`src/rtl/cpu_pkg.sv`:
```
// Shared encodings for the EX-stage multiply/divide engine.
package cpu_pkg;

  localparam logic MD_OP_MUL = 1'b0;
  localparam logic MD_OP_DIV = 1'b1;

  localparam int MD_ITERATIONS = 16;

  typedef enum logic [1:0] {
    IDLE = 2'd0,
    ITER = 2'd1,
    FIX  = 2'd2
  } md_state_e;

endpackage

```
`src/rtl/muldiv_sign_adjust.sv`:
```
// Magnitude extraction for incoming operands and sign correction of the
// unsigned accumulator into signed product / quotient / remainder.
module muldiv_sign_adjust
  import cpu_pkg::*;
#(
  parameter int WIDTH = MD_ITERATIONS
) (
  input  logic [WIDTH-1:0]   i_a,
  input  logic [WIDTH-1:0]   i_b,
  input  logic               i_op,
  input  logic               i_dz,
  input  logic               i_sign_a,
  input  logic               i_sign_b,
  input  logic [2*WIDTH-1:0] i_acc,
  output logic [WIDTH-1:0]   o_mag_a,
  output logic [WIDTH-1:0]   o_mag_b,
  output logic [WIDTH-1:0]   o_lo,
  output logic [WIDTH-1:0]   o_hi
);

  logic               w_neg;
  logic [WIDTH-1:0]   w_q;
  logic [WIDTH-1:0]   w_r;
  logic [2*WIDTH-1:0] w_prod;

  // The most negative value maps onto itself, which is its correct unsigned magnitude.
  assign o_mag_a = i_a[WIDTH-1] ? -i_a : i_a;
  assign o_mag_b = i_b[WIDTH-1] ? -i_b : i_b;

  assign w_neg  = i_sign_a ^ i_sign_b;
  assign w_q    = i_acc[WIDTH-1:0];
  assign w_r    = i_acc[2*WIDTH-1:WIDTH];
  assign w_prod = w_neg ? -i_acc : i_acc;

  always_comb begin
    o_lo = '0;
    o_hi = '0;
    if (i_dz) begin
      // Accumulator low half still holds |dividend|; rebuild the original value.
      o_lo = '1;
      o_hi = i_sign_a ? -w_q : w_q;
    end else if (i_op == MD_OP_MUL) begin
      o_lo = w_prod[WIDTH-1:0];
      o_hi = w_prod[2*WIDTH-1:WIDTH];
    end else begin
      o_lo = w_neg    ? -w_q : w_q;
      o_hi = i_sign_a ? -w_r : w_r;
    end
  end

endmodule

```
`src/rtl/ex_muldiv_unit.sv`:
```
// Iterative signed multiply/divide for the EX stage: one shift-add or
// restoring-subtract step per cycle, sign fix-up in a final cycle.
module ex_muldiv_unit
  import cpu_pkg::*;
#(
  parameter int WIDTH = MD_ITERATIONS
) (
  input  logic             clock,
  input  logic             reset,
  input  logic             start,
  input  logic             op,
  input  logic             flush,
  input  logic [WIDTH-1:0] operand_a,
  input  logic [WIDTH-1:0] operand_b,
  output logic [WIDTH-1:0] result_lo,
  output logic [WIDTH-1:0] result_hi,
  output logic             done,
  output logic             busy,
  output logic             div_by_zero,
  output logic             stall
);

  localparam int CW = (WIDTH > 1) ? $clog2(WIDTH) : 1;
  localparam logic [CW-1:0] LAST = CW'(WIDTH - 1);

  md_state_e          r_state;
  logic [CW-1:0]      r_cnt;
  logic               r_op;
  logic               r_sign_a;
  logic               r_sign_b;
  logic               r_dz;
  logic [WIDTH-1:0]   r_mag;
  logic [2*WIDTH-1:0] r_acc;
  logic [WIDTH-1:0]   r_lo;
  logic [WIDTH-1:0]   r_hi;
  logic               r_done;
  logic               r_busy;
  logic               r_dz_flag;

  logic [WIDTH-1:0]   w_mag_a;
  logic [WIDTH-1:0]   w_mag_b;
  logic [WIDTH-1:0]   w_lo;
  logic [WIDTH-1:0]   w_hi;
  logic [WIDTH:0]     w_mul_sum;
  logic [WIDTH:0]     w_div_trial;
  logic [WIDTH:0]     w_div_diff;
  logic               w_div_ge;
  logic [WIDTH-1:0]   w_div_hi;
  logic [2*WIDTH-1:0] w_acc_next;
  logic               w_is_dz;

  muldiv_sign_adjust #(.WIDTH(WIDTH)) u_sign (
    .i_a      (operand_a),
    .i_b      (operand_b),
    .i_op     (r_op),
    .i_dz     (r_dz),
    .i_sign_a (r_sign_a),
    .i_sign_b (r_sign_b),
    .i_acc    (r_acc),
    .o_mag_a  (w_mag_a),
    .o_mag_b  (w_mag_b),
    .o_lo     (w_lo),
    .o_hi     (w_hi)
  );

  // MUL: acc = {partial, multiplier}; add multiplicand on LSB, shift right.
  // DIV: acc = {remainder, dividend}; shift left, subtract divisor if it fits.
  assign w_mul_sum   = {1'b0, r_acc[2*WIDTH-1:WIDTH]} + (r_acc[0] ? {1'b0, r_mag} : '0);
  assign w_div_trial = r_acc[2*WIDTH-1:WIDTH-1];
  assign w_div_diff  = w_div_trial - {1'b0, r_mag};
  assign w_div_ge    = (w_div_trial >= {1'b0, r_mag});
  assign w_div_hi    = w_div_ge ? w_div_diff[WIDTH-1:0] : w_div_trial[WIDTH-1:0];

  always_comb begin
    if (r_op == MD_OP_MUL)
      w_acc_next = {w_mul_sum, r_acc[WIDTH-1:1]};
    else
      w_acc_next = {w_div_hi, r_acc[WIDTH-2:0], w_div_ge};
  end

  assign w_is_dz = (op == MD_OP_DIV) && (operand_b == '0);

  always_ff @(posedge clock) begin
    if (reset) begin
      r_state   <= IDLE;
      r_cnt     <= '0;
      r_op      <= MD_OP_MUL;
      r_sign_a  <= 1'b0;
      r_sign_b  <= 1'b0;
      r_dz      <= 1'b0;
      r_mag     <= '0;
      r_acc     <= '0;
      r_lo      <= '0;
      r_hi      <= '0;
      r_done    <= 1'b0;
      r_busy    <= 1'b0;
      r_dz_flag <= 1'b0;
    end else begin
      r_done <= 1'b0;
      case (r_state)
        IDLE: begin
          if (start && !flush) begin
            r_op     <= op;
            r_sign_a <= operand_a[WIDTH-1];
            r_sign_b <= operand_b[WIDTH-1];
            r_mag    <= (op == MD_OP_DIV) ? w_mag_b : w_mag_a;
            r_acc    <= {{WIDTH{1'b0}}, (op == MD_OP_DIV) ? w_mag_a : w_mag_b};
            r_cnt    <= '0;
            r_busy   <= 1'b1;
            r_dz     <= w_is_dz;
            r_state  <= w_is_dz ? FIX : ITER;
          end
        end
        ITER: begin
          if (flush) begin
            r_state <= IDLE;
            r_busy  <= 1'b0;
          end else begin
            r_acc <= w_acc_next;
            r_cnt <= r_cnt + 1'b1;
            if (r_cnt == LAST) r_state <= FIX;
          end
        end
        FIX: begin
          r_state <= IDLE;
          r_busy  <= 1'b0;
          if (!flush) begin
            r_lo      <= w_lo;
            r_hi      <= w_hi;
            r_dz_flag <= r_dz;
            r_done    <= 1'b1;
          end
        end
        default: begin
          r_state <= IDLE;
          r_busy  <= 1'b0;
        end
      endcase
    end
  end

  assign result_lo   = r_lo;
  assign result_hi   = r_hi;
  assign done        = r_done;
  assign busy        = r_busy;
  assign div_by_zero = r_dz_flag;
  assign stall       = r_busy | (start & (r_state == IDLE) & ~flush);

endmodule

```
`config.mk`:
```
export PLATFORM = sky130hd
export DESIGN_NAME = ex_muldiv_unit
export DESIGN_NICKNAME = d
export VERILOG_FILES = /design/src/rtl/cpu_pkg.sv /design/src/rtl/muldiv_sign_adjust.sv /design/src/rtl/ex_muldiv_unit.sv
export SDC_FILE = /design/constraint.sdc
export NUM_CORES = 1
export LEC_CHECK = 0
export CORE_ASPECT_RATIO = 0.6
export CORE_UTILIZATION = 54
export CTS_CLUSTER_DIAMETER = 100
export CTS_CLUSTER_SIZE = 8
export DETAILED_ROUTE_END_ITERATION = 8
export GPL_TIMING_DRIVEN = 0
export HOLD_SLACK_MARGIN = 0.06
export PLACE_DENSITY = 0.76
export SLEW_MARGIN = 40
export SYNTH_ARGS = -nofsm -noshare
export SYNTH_HDL_FRONTEND = slang
export SYNTH_SLANG_ARGS = --single-unit
export TNS_END_PERCENT = 10
```
`constraint.sdc`:
```
create_clock -name clock -period 3.45 [get_ports clock]
set_input_delay 0.69 -clock clock [delete_from_list [all_inputs] [get_ports clock]]
set_output_delay 0.69 -clock clock [all_outputs]
set_load 0.05 [all_outputs]
```
# After elaboration in Yosys (flattened, before gate mapping)
# Index checks and enable logic that the tools add are counted.
op_classes:
  addsub: 8
  mul: 0
  div_mod_pow: 0
  n_lt_le_gt_ge: 1
  n_eq_ne: 7
  shift: 0
  n_mux: 30
  bitwise: 6
  reduce_logical: 12
ops:
  columns: ["cell", "count"]
  rows:
  - ["$mux W16", 13]
  - ["$mux W32", 4]
  - ["$neg A16 Y16", 4]
  - ["$pmux W32 S2", 1]
  - ["$neg A32 Y32", 1]
  - ["$add A16 B16 Y17", 1]
  - ["$ge A17 B16 Y1", 1]
  - ["$logic_not A16 Y1", 1]
  - ["$sub A16 B16 Y16", 1]
  - ["$mux W2", 4]
  - ["$mux W4", 2]
  - ["$pmux W4 S2", 1]
  - ["$reduce_and A2 Y1", 4]
  - ["$ne A2 B2 Y1 const B", 3]
  - ["$add A4 B1 Y4 const B", 1]
  - ["$eq A4 B4 Y1 const B", 1]
  - ["$pmux W2 S2", 1]
  - ["$mux W1", 3]
  - ["$ne A3 B3 Y1 const B", 1]
  - ["$reduce_and A3 Y1", 1]
  - ["$and A1 B1 Y1", 2]
  - ["$eq A2 B1 Y1 const B", 1]
  - ["$eq A2 B2 Y1 const B", 1]
  - ["$logic_and A1 B1 Y1", 2]
  - ["8 further kinds", 9]
totals:
  ff_bits: 93
  latch_bits: 0
  ram_bits: 0
  romBits: 0
  inputBits: 37
  out_inout_bits: 36
  word_cells: 77
  memories: 0

# Longest topological paths before layout
# Gate-level depths: netlist (run 1).
depth:
  depth_word: 5
  depth_mapped: 13
  mapped_depth_nobuf: 12

# Hierarchy
# A second synthesis (run 1) with hierarchy kept.
hier_totals:
  hier_cells: 1081
  hier_area_um2: 8100.3
by_module_without_submodules:
  columns: ["module", "instances", "cells_per_inst", "area_per_inst_um2", "seq_area_each_um2"]
  rows:
  - ["ex_muldiv_unit", 1, 757, 6022.0, 1861.8]
  - ["muldiv_sign_adjust", 1, 324, 2078.2, 0.0]

# Worst setup path before layout (run 1)
# Ideal clock, no wire load.
synth_timing:
  path_kind: "reg-to-reg"
  start: "register r_acc[0]"
  end: "register r_hi[6], in the netlist result_hi[6]"
  setup_time_ns: 0.065
  arrival_ns: 3.022
  t_required_ns: 3.385
  setup_slack_ns: 0.362
  stages_incl_launch_ff: 14
  n_path_buf: 3
  synth_period_minus_slack_ns: 3.088
  cell_sequence: "dfxtp_1 -> buf_6 -> inv_1 -> buf_1 -> ha_1 -> or4b_4 -> or4_1 -> buf_2 -> o211ai_1 -> o21ai_0 -> xnor2_1 -> o211ai_1 -> o21ai_0 -> nor2_1"
synth_via:
  elab_chain_len: 4
  word_cells_on_any_way: 6
  cone_classes: "add/sub: 2; mux: 4"
synth_lines:
  columns: ["element", "line_no", "text"]
  rows:
  - ["start: declaration", "ex_muldiv_unit.sv:33", "logic [2*WIDTH-1:0] r_acc;"]
  - ["start signal: assignment", "ex_muldiv_unit.sv:107", "r_acc <= {{WIDTH{1'b0}}, (op == MD_OP_DIV) ? w_mag_a : w_mag_b};"]
  - ["start signal: assignment", "ex_muldiv_unit.sv:119", "r_acc <= w_acc_next;"]
  - ["$neg A32 Y32", "muldiv_sign_adjust.sv:33", "assign w_prod = w_neg ? -i_acc : i_acc;"]
  - ["$mux W32", "muldiv_sign_adjust.sv:33", null]
  - ["$mux W16", "muldiv_sign_adjust.sv:42", "end else if (i_op == MD_OP_MUL) begin"]
  - ["$mux W16 (*)", "muldiv_sign_adjust.sv:38", "if (i_dz) begin"]
  - ["end signal: assignment", "ex_muldiv_unit.sv:129", "r_hi <= w_hi;"]
  - ["end: declaration", "ex_muldiv_unit.sv:35", "logic [WIDTH-1:0] r_hi;"]
# Mark *: on every way between the ends. The rest lies on a longest branch, timed or not.
# A chain may end at the register's enable or synchronous reset.

# Worst setup path after layout (run 1)
layout_timing:
  start: "register r_acc[0]"
  end: "register r_acc[31]"
layout_via:
  elab_chain_len: 5
layout_lines:
  columns: ["element", "line_no", "text"]
  rows:
  - ["$mux W16", "ex_muldiv_unit.sv:68", "assign w_mul_sum = {1'b0, r_acc[2*WIDTH-1:WIDTH]} + (r_acc[0] ? {1'b0, r_mag} : '0);"]
  - ["$add A16 B16 Y17", "ex_muldiv_unit.sv:68", null]
  - ["$mux W32", "ex_muldiv_unit.sv:75", "if (r_op == MD_OP_MUL)"]
  - ["$mux W32", "ex_muldiv_unit.sv:115", "if (flush) begin"]
  - ["$pmux W32 S2", "ex_muldiv_unit.sv:100", "case (r_state)"]
# Every way passes these cells. The select of a mux whose other input is x is not followed.

==> results of run 1 <==
[state kept, by name, summed over array words and instances, names as in the netlist]
register     count
r_state          2
r_cnt            4
div_by_zero      1
r_op             1
done             1
r_sign_b         1
result_lo       16
result_hi       16
r_dz             1
r_sign_a         1
r_acc           32
r_mag           16
busy             1
[placed cells by master (no fill, tap or decap), types with 7 or more instances in the layout]
cell                              synthesis  routed
sky130_fd_sc_hd__a211oi_1                22      22
sky130_fd_sc_hd__a21o_1                   9       9
sky130_fd_sc_hd__a21oi_1                 62      62
sky130_fd_sc_hd__a22oi_1                  9       9
sky130_fd_sc_hd__a31oi_1                  9       9
sky130_fd_sc_hd__and2_1                  13      13
sky130_fd_sc_hd__buf_2                   10      10
sky130_fd_sc_hd__clkbuf_1                48      47
sky130_fd_sc_hd__clkbuf_16                0       9
sky130_fd_sc_hd__clkdlybuf4s50_1          0      69
sky130_fd_sc_hd__dfxtp_1                 93      93
sky130_fd_sc_hd__ha_1                    37      36
sky130_fd_sc_hd__inv_1                   33      32
sky130_fd_sc_hd__mux2i_1                 25      25
sky130_fd_sc_hd__nand2_1                110     110
sky130_fd_sc_hd__nand2b_1                15      15
sky130_fd_sc_hd__nand3_1                 10      10
sky130_fd_sc_hd__nor2_1                 112     112
sky130_fd_sc_hd__nor3_1                  28      25
sky130_fd_sc_hd__o211ai_1                25      25
sky130_fd_sc_hd__o21a_1                   8       8
sky130_fd_sc_hd__o21ai_0                 62      61
sky130_fd_sc_hd__o22ai_1                 17      17
sky130_fd_sc_hd__o31ai_1                 17      17
sky130_fd_sc_hd__or2_2                    7       7
sky130_fd_sc_hd__or3_1                    8       8
sky130_fd_sc_hd__xnor2_1                 49      49
sky130_fd_sc_hd__xor2_1                  44      44
[power by group]
group / switching [mW] / internal (mW) / total, mW
logic: 0.607 / 0.376 / 0.982
clock network: 0.443 / 0.640 / 1.08
registers: 0.0268 / 1.11 / 1.14
total: 1.08 / 2.13 / 3.20
[area by class of cell]
cell class | instances | area [µm²]
multi-input cells | 793 | 5150
clock inverters | 6 | 96.3
plain buffers | 69 | 310
repair buffers | 71 | 707
clock buffers | 9 | 225
fillers | 1165 | 4440
flip-flops and latches | 93 | 1860
well taps | 170 | 213
inverters | 34 | 131
[per-layer routing]
layer	vias up	GRT usage	wire length [µm]
met5	-	0	0
met1	3475	0.519	11700
met4	0	0.0564	299
met3	30	0.0824	2490
li1	3692	-	-
met2	403	0.433	8730
[worst max-delay path: stages, from the launching register on]
cell	delay, ns
sky130_fd_sc_hd__dfxtp_1	0.33
sky130_fd_sc_hd__buf_6	0.16
sky130_fd_sc_hd__clkinvlp_4	0.15
sky130_fd_sc_hd__nor2_1	0.14
sky130_fd_sc_hd__ha_1	0.29
sky130_fd_sc_hd__nor2b_1	0.16
sky130_fd_sc_hd__o31ai_1	0.39
sky130_fd_sc_hd__o21ai_0	0.28
sky130_fd_sc_hd__o41ai_2	0.47
sky130_fd_sc_hd__o21bai_1	0.15
sky130_fd_sc_hd__a21bo_2	0.21
sky130_fd_sc_hd__a211o_1	0.28
sky130_fd_sc_hd__a32o_1	0.26
[cells by family (layout without fill, tap and decap cells)]
family	after synthesis	after routing	share of synthesized area
AO/OA/AOI/OAI	292	292	0.261
XOR/XNOR	93	93	0.110
adder cells (fa/ha/maj)	39	39	0.0678
buffers and inverters	103	189	0.0579
flip-flops	93	93	0.251
multiplexers	30	30	0.0413
AND/OR/NAND/NOR	339	339	0.211
[per-stage QoR]
stage,hold WS (ns),setup slack (ns),power (mW)
final,0.440,0.0836,3.20
after global routing,0.453,-0.0452,3.33
after CTS,0.447,0.0327,3.17
after detailed placement,0.438,-0.246,2.10
after global placement,0.431,-0.223,2.09
after floorplan,0.432,0.362,1.82
[cell usage after synthesis (7+ instances only)]
master and instances:
sky130_fd_sc_hd__nor2_1 112, sky130_fd_sc_hd__nand2_1 110, sky130_fd_sc_hd__dfxtp_1 93, sky130_fd_sc_hd__a21oi_1 62, sky130_fd_sc_hd__o21ai_0 62, sky130_fd_sc_hd__xnor2_1 49
sky130_fd_sc_hd__clkbuf_1 48, sky130_fd_sc_hd__xor2_1 44, sky130_fd_sc_hd__ha_1 37, sky130_fd_sc_hd__inv_1 33, sky130_fd_sc_hd__nor3_1 28, sky130_fd_sc_hd__mux2i_1 25
sky130_fd_sc_hd__o211ai_1 25, sky130_fd_sc_hd__a211oi_1 22, sky130_fd_sc_hd__o22ai_1 17, sky130_fd_sc_hd__o31ai_1 17, sky130_fd_sc_hd__nand2b_1 15, sky130_fd_sc_hd__and2_1 13
sky130_fd_sc_hd__buf_2 10, sky130_fd_sc_hd__nand3_1 10, sky130_fd_sc_hd__a21o_1 9, sky130_fd_sc_hd__a22oi_1 9, sky130_fd_sc_hd__a31oi_1 9, sky130_fd_sc_hd__o21a_1 8
sky130_fd_sc_hd__or3_1 8, sky130_fd_sc_hd__buf_1 7, sky130_fd_sc_hd__o41ai_1 7, sky130_fd_sc_hd__or2_2 7
[path summary, 6_finish.rpt]
kind / start / endpoint / cells past startpoint
setup reg to reg: r_acc[0]$_SDFFE_PP0P_ / r_acc[31]$_SDFFE_PP0P_ / 12
hold / removal: result_hi[15]$_SDFFE_PP0P_ / result_hi[15]$_SDFFE_PP0P_ / 2
hold reg to reg: result_hi[15]$_SDFFE_PP0P_ / result_hi[15]$_SDFFE_PP0P_ / 2
setup / recovery: r_acc[0]$_SDFFE_PP0P_ / r_acc[31]$_SDFFE_PP0P_ / 12
[timing repair]
item | in CTS | in global routing
setup buffers | 0 | 1
gates resized for setup | 3 | 7
pin swaps | 0 | 1
endpoints found under the setup margin | 9 | 18
==> results by stage, run 1 <==
Route:
- In the routed layout, each cell is associated on average with a via count of 6.10.
- The detail route stage leaves a number of antenna-violating nets equal to 0.
- For this run, design rule violations remaining after detail routing come to 0.
- The total detailed-routing wirelength is 23,300 µm.
- After detailed routing, the average wire length per cell comes to roughly 19 µm.
- The via total after detailed routing is 7,600.
- The number of iterations in the first detailed-routing pass is 5.
- After the first detailed-routing iteration, the DRC count stood at approximately 740.

Clock network:
- The number of buffers added to fix hold violations after cts is 0.
- The maximum buffer depth of the clock tree is 2.
- The number of levels in the clock H-tree is 3.
- Clock tree synthesis inserted a total of 9 buffers.
- The cell chosen for the clock root is sky130_fd_sc_hd__clkbuf_16.
- The clock latency on the worst-skew pair is 0.35 ns.
- TritonCTS built the clock tree.
- The clock transition at the registers of the reported paths is roughly 0.070 ns.
- Counting every sink on the clock net gives 93.

Synth:
- Yosys mapped a number of flops with a built-in enable equal to 0.
- The most area-hungry cell type in the Yosys netlist is sky130_fd_sc_hd__dfxtp_1.
- In the synthesized netlist the async set-or-reset flop fraction comes to 0.
- Averaged over all synthesized cells, the footprint is around 7.5 µm².
- The share of synthesized area in the top cell type comes to 0.251.
- Counting distinct cell types in the post-synthesis netlist gives between 60 and 70.
- The register bit count reported by yosys is slightly above 90.
- The netlist area before placement is ~7400 µm².
- The most used flip-flop cell after synthesis is sky130_fd_sc_hd__dfxtp_1.
- Of the synthesized area, sequential elements account for 0.251.
- In the synthesized netlist, the number of instances is ~990.
- During synthesis, Yosys emitted a total of 0 warnings.
- By area the synthesized netlist is led by sky130_fd_sc_hd__dfxtp_1, sky130_fd_sc_hd__ha_1, sky130_fd_sc_hd__xnor2_1.
- The number of nets in the synthesized netlist is between 1,000 and 1,500.

Floorplanning:
- The die footprint is 14,200 µm².
- The core region is between 10,000 and 15,000 µm².
- The die outline width is roughly 150 µm.
- The floorplan step set the die height to a little over 90 µm.
- 73 I/O pins were placed.
- The floorplan has 32 rows.
- For this configuration, the core starts out at a cell density of 0.565.

Final layout:
- The final core utilization is 0.662.
- The repair_antennas step left the layout with diodes totalling 0.
- The finished layout holds 1,245 standard cells, fillers aside.
- After routing the design area is between 8000 and 9000 µm².
- The number of nets in the final layout is ~1,100.
- The share of layout cells above drive strength 1 is 0.0567.
- The synthesis-to-layout area growth is 17.2%.

Placement:
- In this run the tool buffered the top-level ports with 70 buffer cells.
- The post-placement cell area is 8340 µm².
- The weighted congestion reported at the end of routability-driven placement is approximately 0.97.
- The HPWL after detailed placement is 18,300 µm.
- The number of placed instances, taps included, is around 1,200.

Power and ir drop:
- The worst-case IR drop observed on VDD is ~0.30 mV.
- In this run the static leakage power is approximately 3.3 nW.
- The total power divided by cell area is 368 nW/µm².

Setup path:
- The category of the worst setup path launch point is a flip-flop.
- The slack of the worst reg-to-reg path is ~0.084 ns.
- The arrival time at the worst endpoint is 3.61 ns.
- The critical path is of the reg2reg type.
- The maximum net fanout on the critical path is 10.
- For the worst setup path, the data required time is 3.69 ns.
- The worst setup path is captured at a flip-flop.

Flow run:
- The tool flagged a number of max-cap violations equal to 0.

Global routing:
- After global routing the overflow that remains totals 0.
- The number of global-route vias before repair was roughly 6,700.
- The first global-routing pass estimated roughly 37,000 µm of wire.
- The maximum number of pins on one net before global-route repair is 17.
- Across every metal layer, demand over resource in global routing totals 0.329.
- The number of antenna violations at the first check in global routing is 0.

Outcome:
- The run finished with clean final reports.

STA:
- Setup repair after global routing could not meet its margin everywhere.
- The final setup violation count is 0.
- The final setup skew is about 0.0065 ns.
- The peak clock frequency supported by timing is 297 MHz.
- In this run the tightest slew margin relative to its limit is 0.454.
- At the pin with the least slew margin, the transition time is 0.812 ns.
- The total count of hold-check failures in the final report is 0.
- Of the available clock period, the critical path in the final layout requires 0.976.
- The count of pins over their slew limit came to 0.
- After routing, the total negative slack on setup checks comes to 0 ns.
- For the finished layout, the period the worst path requires is 3.37 ns.

Hold path:
- The path class of the lowest-slack min-delay path is reg2reg.
Power figures use the tool's default switching activity.
==> run 2, diff against run 1 <==
--- a/config.mk
+++ b/config.mk
@@ -5,6 +5,7 @@
 export SDC_FILE = /design/constraint.sdc
 export NUM_CORES = 1
 export LEC_CHECK = 0
+export ABC_AREA = 0
 export CORE_ASPECT_RATIO = 0.6
 export CORE_UTILIZATION = 54
 export CTS_CLUSTER_DIAMETER = 100
==> results of run 2 <==
No change in the layout: final DEF, timing and power equal those of run 1.
==> run 3, diff against run 2 <==
--- a/config.mk
+++ b/config.mk
@@ -7,13 +7,12 @@
 export LEC_CHECK = 0
 export ABC_AREA = 0
 export CORE_ASPECT_RATIO = 0.6
-export CORE_UTILIZATION = 54
+export CORE_UTILIZATION = 30
 export CTS_CLUSTER_DIAMETER = 100
 export CTS_CLUSTER_SIZE = 8
 export DETAILED_ROUTE_END_ITERATION = 8
 export GPL_TIMING_DRIVEN = 0
 export HOLD_SLACK_MARGIN = 0.06
-export PLACE_DENSITY = 0.76
 export SLEW_MARGIN = 40
 export SYNTH_ARGS = -nofsm -noshare
 export SYNTH_HDL_FRONTEND = slang
==> run 3 against run 2 <==
Clock power decreased by 8%. Via count decreased by 0.87%. Routed wire length increased by 8.4%. Cell count increased by 12%. Power decreased by 2.5%. Register-to-register slack improved by 0.09 ns. Sequential share of layout area decreased by 0.35 points. Count of clock-buffer cells in the layout increased by 1. Core utilization decreased by 30 points. Design area increased by 1.8%.
==> results by stage, run 3 (synthesis results as in run 1) <==
STA:
- The count of pins over their slew limit was 0 (unchanged).
- The final setup skew was 0.00956 ns (+0.00302 ns).
- The final setup violation count is 0 (unchanged).
- Setup repair after global routing left no endpoint under its margin.
- The final hold slack is 0.447 ns (+0.00681 ns).
- The final period demand of the worst path is 3.28 ns (-0.0856 ns).
- The share of the clock period used by the worst path after layout came to 0.951 (-0.0248).
- The worst relative slew slack is 0.407 (-0.0462).
- The total negative setup slack was 0 ns (unchanged).
- The final worst setup slack is 0.169 ns (+0.0856 ns).
- The peak clock frequency supported by timing is 305 MHz (+2.6%).
- The actual transition at the worst max-transition pin is 0.878 ns (+0.0657 ns).
- The total count of hold-check failures in the final report came to 0 (unchanged).

Setup path:
- The highest-delay cell along the critical path is sky130_fd_sc_hd__or4b_4.
- The critical path goes through buf_6 > clkinvlp_4 > buf_6 > ha_1 > or4b_4 > or4_1 > buf_2 > o211ai_1 > o21ai_0 > xnor2_1 > o211ai_1 > o21ai_0 > nor2_1.
- The sort of element at the end of the critical path is a flip-flop.
- The maximum net fanout on the critical path came to 10 (unchanged).
- The slack of the worst reg-to-reg path was 0.17 ns (+0.09 ns).
- The kind of critical path is reg2reg.
- STA classifies the critical path startpoint as a flip-flop.
- The total buffers and inverters traversed by the critical path is 4 (+2).
- Grouping stages by cell kind, the critical path spends the most delay in simple AND/OR/NAND/NOR gates.
- The longest individual stage delay on the worst path is 0.51 ns (+0.04 ns).
- The endpoint required time on the critical path was 3.73 ns (+0.04 ns).
- The arrival time at the worst endpoint is 3.56 ns (-0.05 ns).

Final layout:
- The largest register by flop count is r_acc.
- In the layout the commonest cells are sky130_fd_sc_hd__nor2_1, sky130_fd_sc_hd__nand2_1, sky130_fd_sc_hd__dfxtp_1.
- The synthesis-to-layout area growth is 19.4%.
- The number of fillers in the final layout is 2,565 (+120%).
- The flip-flop count of the largest register, all copies and words added is 32 (unchanged).
- The number of nets in the final layout is 1,146 (-0.087%).
- The non-filler instance count after layout is 1,396 (+12%).
- The share of layout cells above drive strength 1 came to 0.0568 (about the same).
- The most common library cell in the layout ignoring fill and taps is sky130_fd_sc_hd__nor2_1.
- The count of antenna diodes in the layout is 0 (unchanged).

Outcome:
- The run finished with clean final reports.

Global routing:
- The overall routing resource usage is 0.201 (-0.128).
- The number of global-route vias before repair was 6,958 (+4.2%).
- The number of antenna violations at the first check in global routing is 0 (unchanged).
- The maximum number of pins on one net before global-route repair is 16 (-1).
- The wire length of the first global-routing pass is 39,500 µm (+7.5%).
- The final global-route overflow total is 0 (unchanged).

Hold path:
- In this run the worst hold path is classified as reg2reg.

Floorplanning:
- The die footprint was 25,400 µm² (+78%).
- The effective utilization at floorplan is 0.306 (-0.258).
- The I/O pin count is 73 (unchanged).
- The total core area is 24,200 µm² (+84%).
- The die outline width is 205 µm (+34%).
- The floorplan die height is 124 µm (+33%).
- The standard-cell row count is 44 (+38%).

Power and ir drop:
- The cell internal power dissipation is 2.05 mW (-3.7%).
- The combinational share of power is 0.317 (+0.010).
- The total power was 3.12 mW (-2.5%).
- The portion of total power attributed to sequential cells was 0.365 (+0.010).
- The net switching power figure was 1.07 mW (-0.11%).
- The relative contribution of the clock network to total power is 0.318 (-0.020).
- The total power divided by cell area came to 353 nW/µm² (-4.3%).
- The switching share of power came to 0.344 (+0.00830).
- The cell leakage power is 3.25 nW (-0.67%).
- The largest vdd supply drop is 0.229 mV (-23%).

Placement:
- The count of input and output buffers is 70 (unchanged).
- The detailed placer's ending HPWL is 20,400 µm (+12%).
- The worst setup slack before clock tree synthesis is -0.253 ns (-0.00689 ns).
- The weighted congestion reported at the end of routability-driven placement came to 0.970 (-0.33%).
- The total instance count after detailed placement is 1,381 (+12%).

Clock network:
- The tree is rooted in a sky130_fd_sc_hd__clkbuf_16.
- The number of levels in the clock H-tree was 3 (unchanged).
- The clock tree from TritonCTS is done.
- The clock transition at the registers of the reported paths came to 0.06 ns (about the same).
- The clock latency on the worst-skew pair is 0.35 ns (about the same).
- The clock buffer count from CTS is 9 (unchanged).
- The number of buffers inserted to repair setup after CTS was 0 (unchanged).
- The maximum buffer depth of the clock tree is 2 (unchanged).
- The CTS sink count is 93 (unchanged).

Route:
- The detail-routed net length per standard cell is 18.1 µm (-3.4%).
- The total detailed-routing wirelength came to 25,200 µm (+8.4%).
- The number of design rule violations left after detail routing came to 0 (unchanged).
- The via total after detailed routing is 7,534 (-0.87%).
- The residual antenna-violating net count after detailed routing is 0 (unchanged).
- The number of iterations in the first detailed-routing pass is 6 (+1).
- The per-cell via count in the routed design was 5.40 (-12%).
- The number of DRC violations after detailed-routing iteration 0 is 666 (-10%).

Flow run:
- The max-cap check violation count is 0 (unchanged).
run 3: worst paths after layout:
check	startpoint	endpoint	depth (start not counted)
max reg2reg	r_acc[0]$_SDFFE_PP0P_	result_hi[2]$_SDFFE_PP0P_	13
max	r_acc[0]$_SDFFE_PP0P_	result_hi[2]$_SDFFE_PP0P_	13
min	result_hi[15]$_SDFFE_PP0P_	result_hi[15]$_SDFFE_PP0P_	2
min reg2reg	result_hi[15]$_SDFFE_PP0P_	result_hi[15]$_SDFFE_PP0P_	2
run 3: per-layer routing:
layer,vias to the layer above,part of all wire,GRT usage
li1,3702,-,-
met5,-,0,0
met2,289,0.37,0.267
met3,17,0.093,0.0515
met4,0,0.0063,0.0301
met1,3526,0.53,0.317
run 3: power by group through the flow:
stage,Combinational [mW],Sequential [mW],Clock [mW]
floorplan,0.657,1.16,0
global placement,0.954,1.16,0
detailed placement,0.960,1.16,0
CTS,0.964,1.14,1.00
global route,1.07,1.14,1.05
finish,0.990,1.14,0.993
run 3: what timing repair did:
| item | in CTS | in global routing |
|---|---|---|
| hold buffers | 0 | 0 |
| gates resized for setup | 5 | 6 |
| setup endpoints to repair | 11 | 10 |
| pin swaps | 0 | 2 |
| gates cloned | 0 | 0 |
run 3: cell type report:
cell class | count | area [µm²] | area share
Clock buffer | 10 | 229 | 0.0259
Multi-Input combinational cell | 793 | 5150 | 0.582
Tap cell | 322 | 403 | 0.0455
Clock inverter | 5 | 61.3 | 0.00693
Inverter | 34 | 131 | 0.0148
Sequential cell | 93 | 1860 | 0.211
Timing Repair Buffer | 70 | 699 | 0.0790
Buffer | 69 | 310 | 0.0351
run 3: per-stage QoR:
step                cell area (µm²)   util
floorplan                      7410      -
global placement               8520  0.352
detailed placement             8530  0.352
CTS                            8830  0.365
global route                   8850  0.365
finish                         8850  0.365
run 3: worst min-delay path, delay by kind of cell, from the launching register on:
family | cells | cell delay (ns)
DFF | 1 | 0.31
and+or+nand+nor | 2 | 0.09
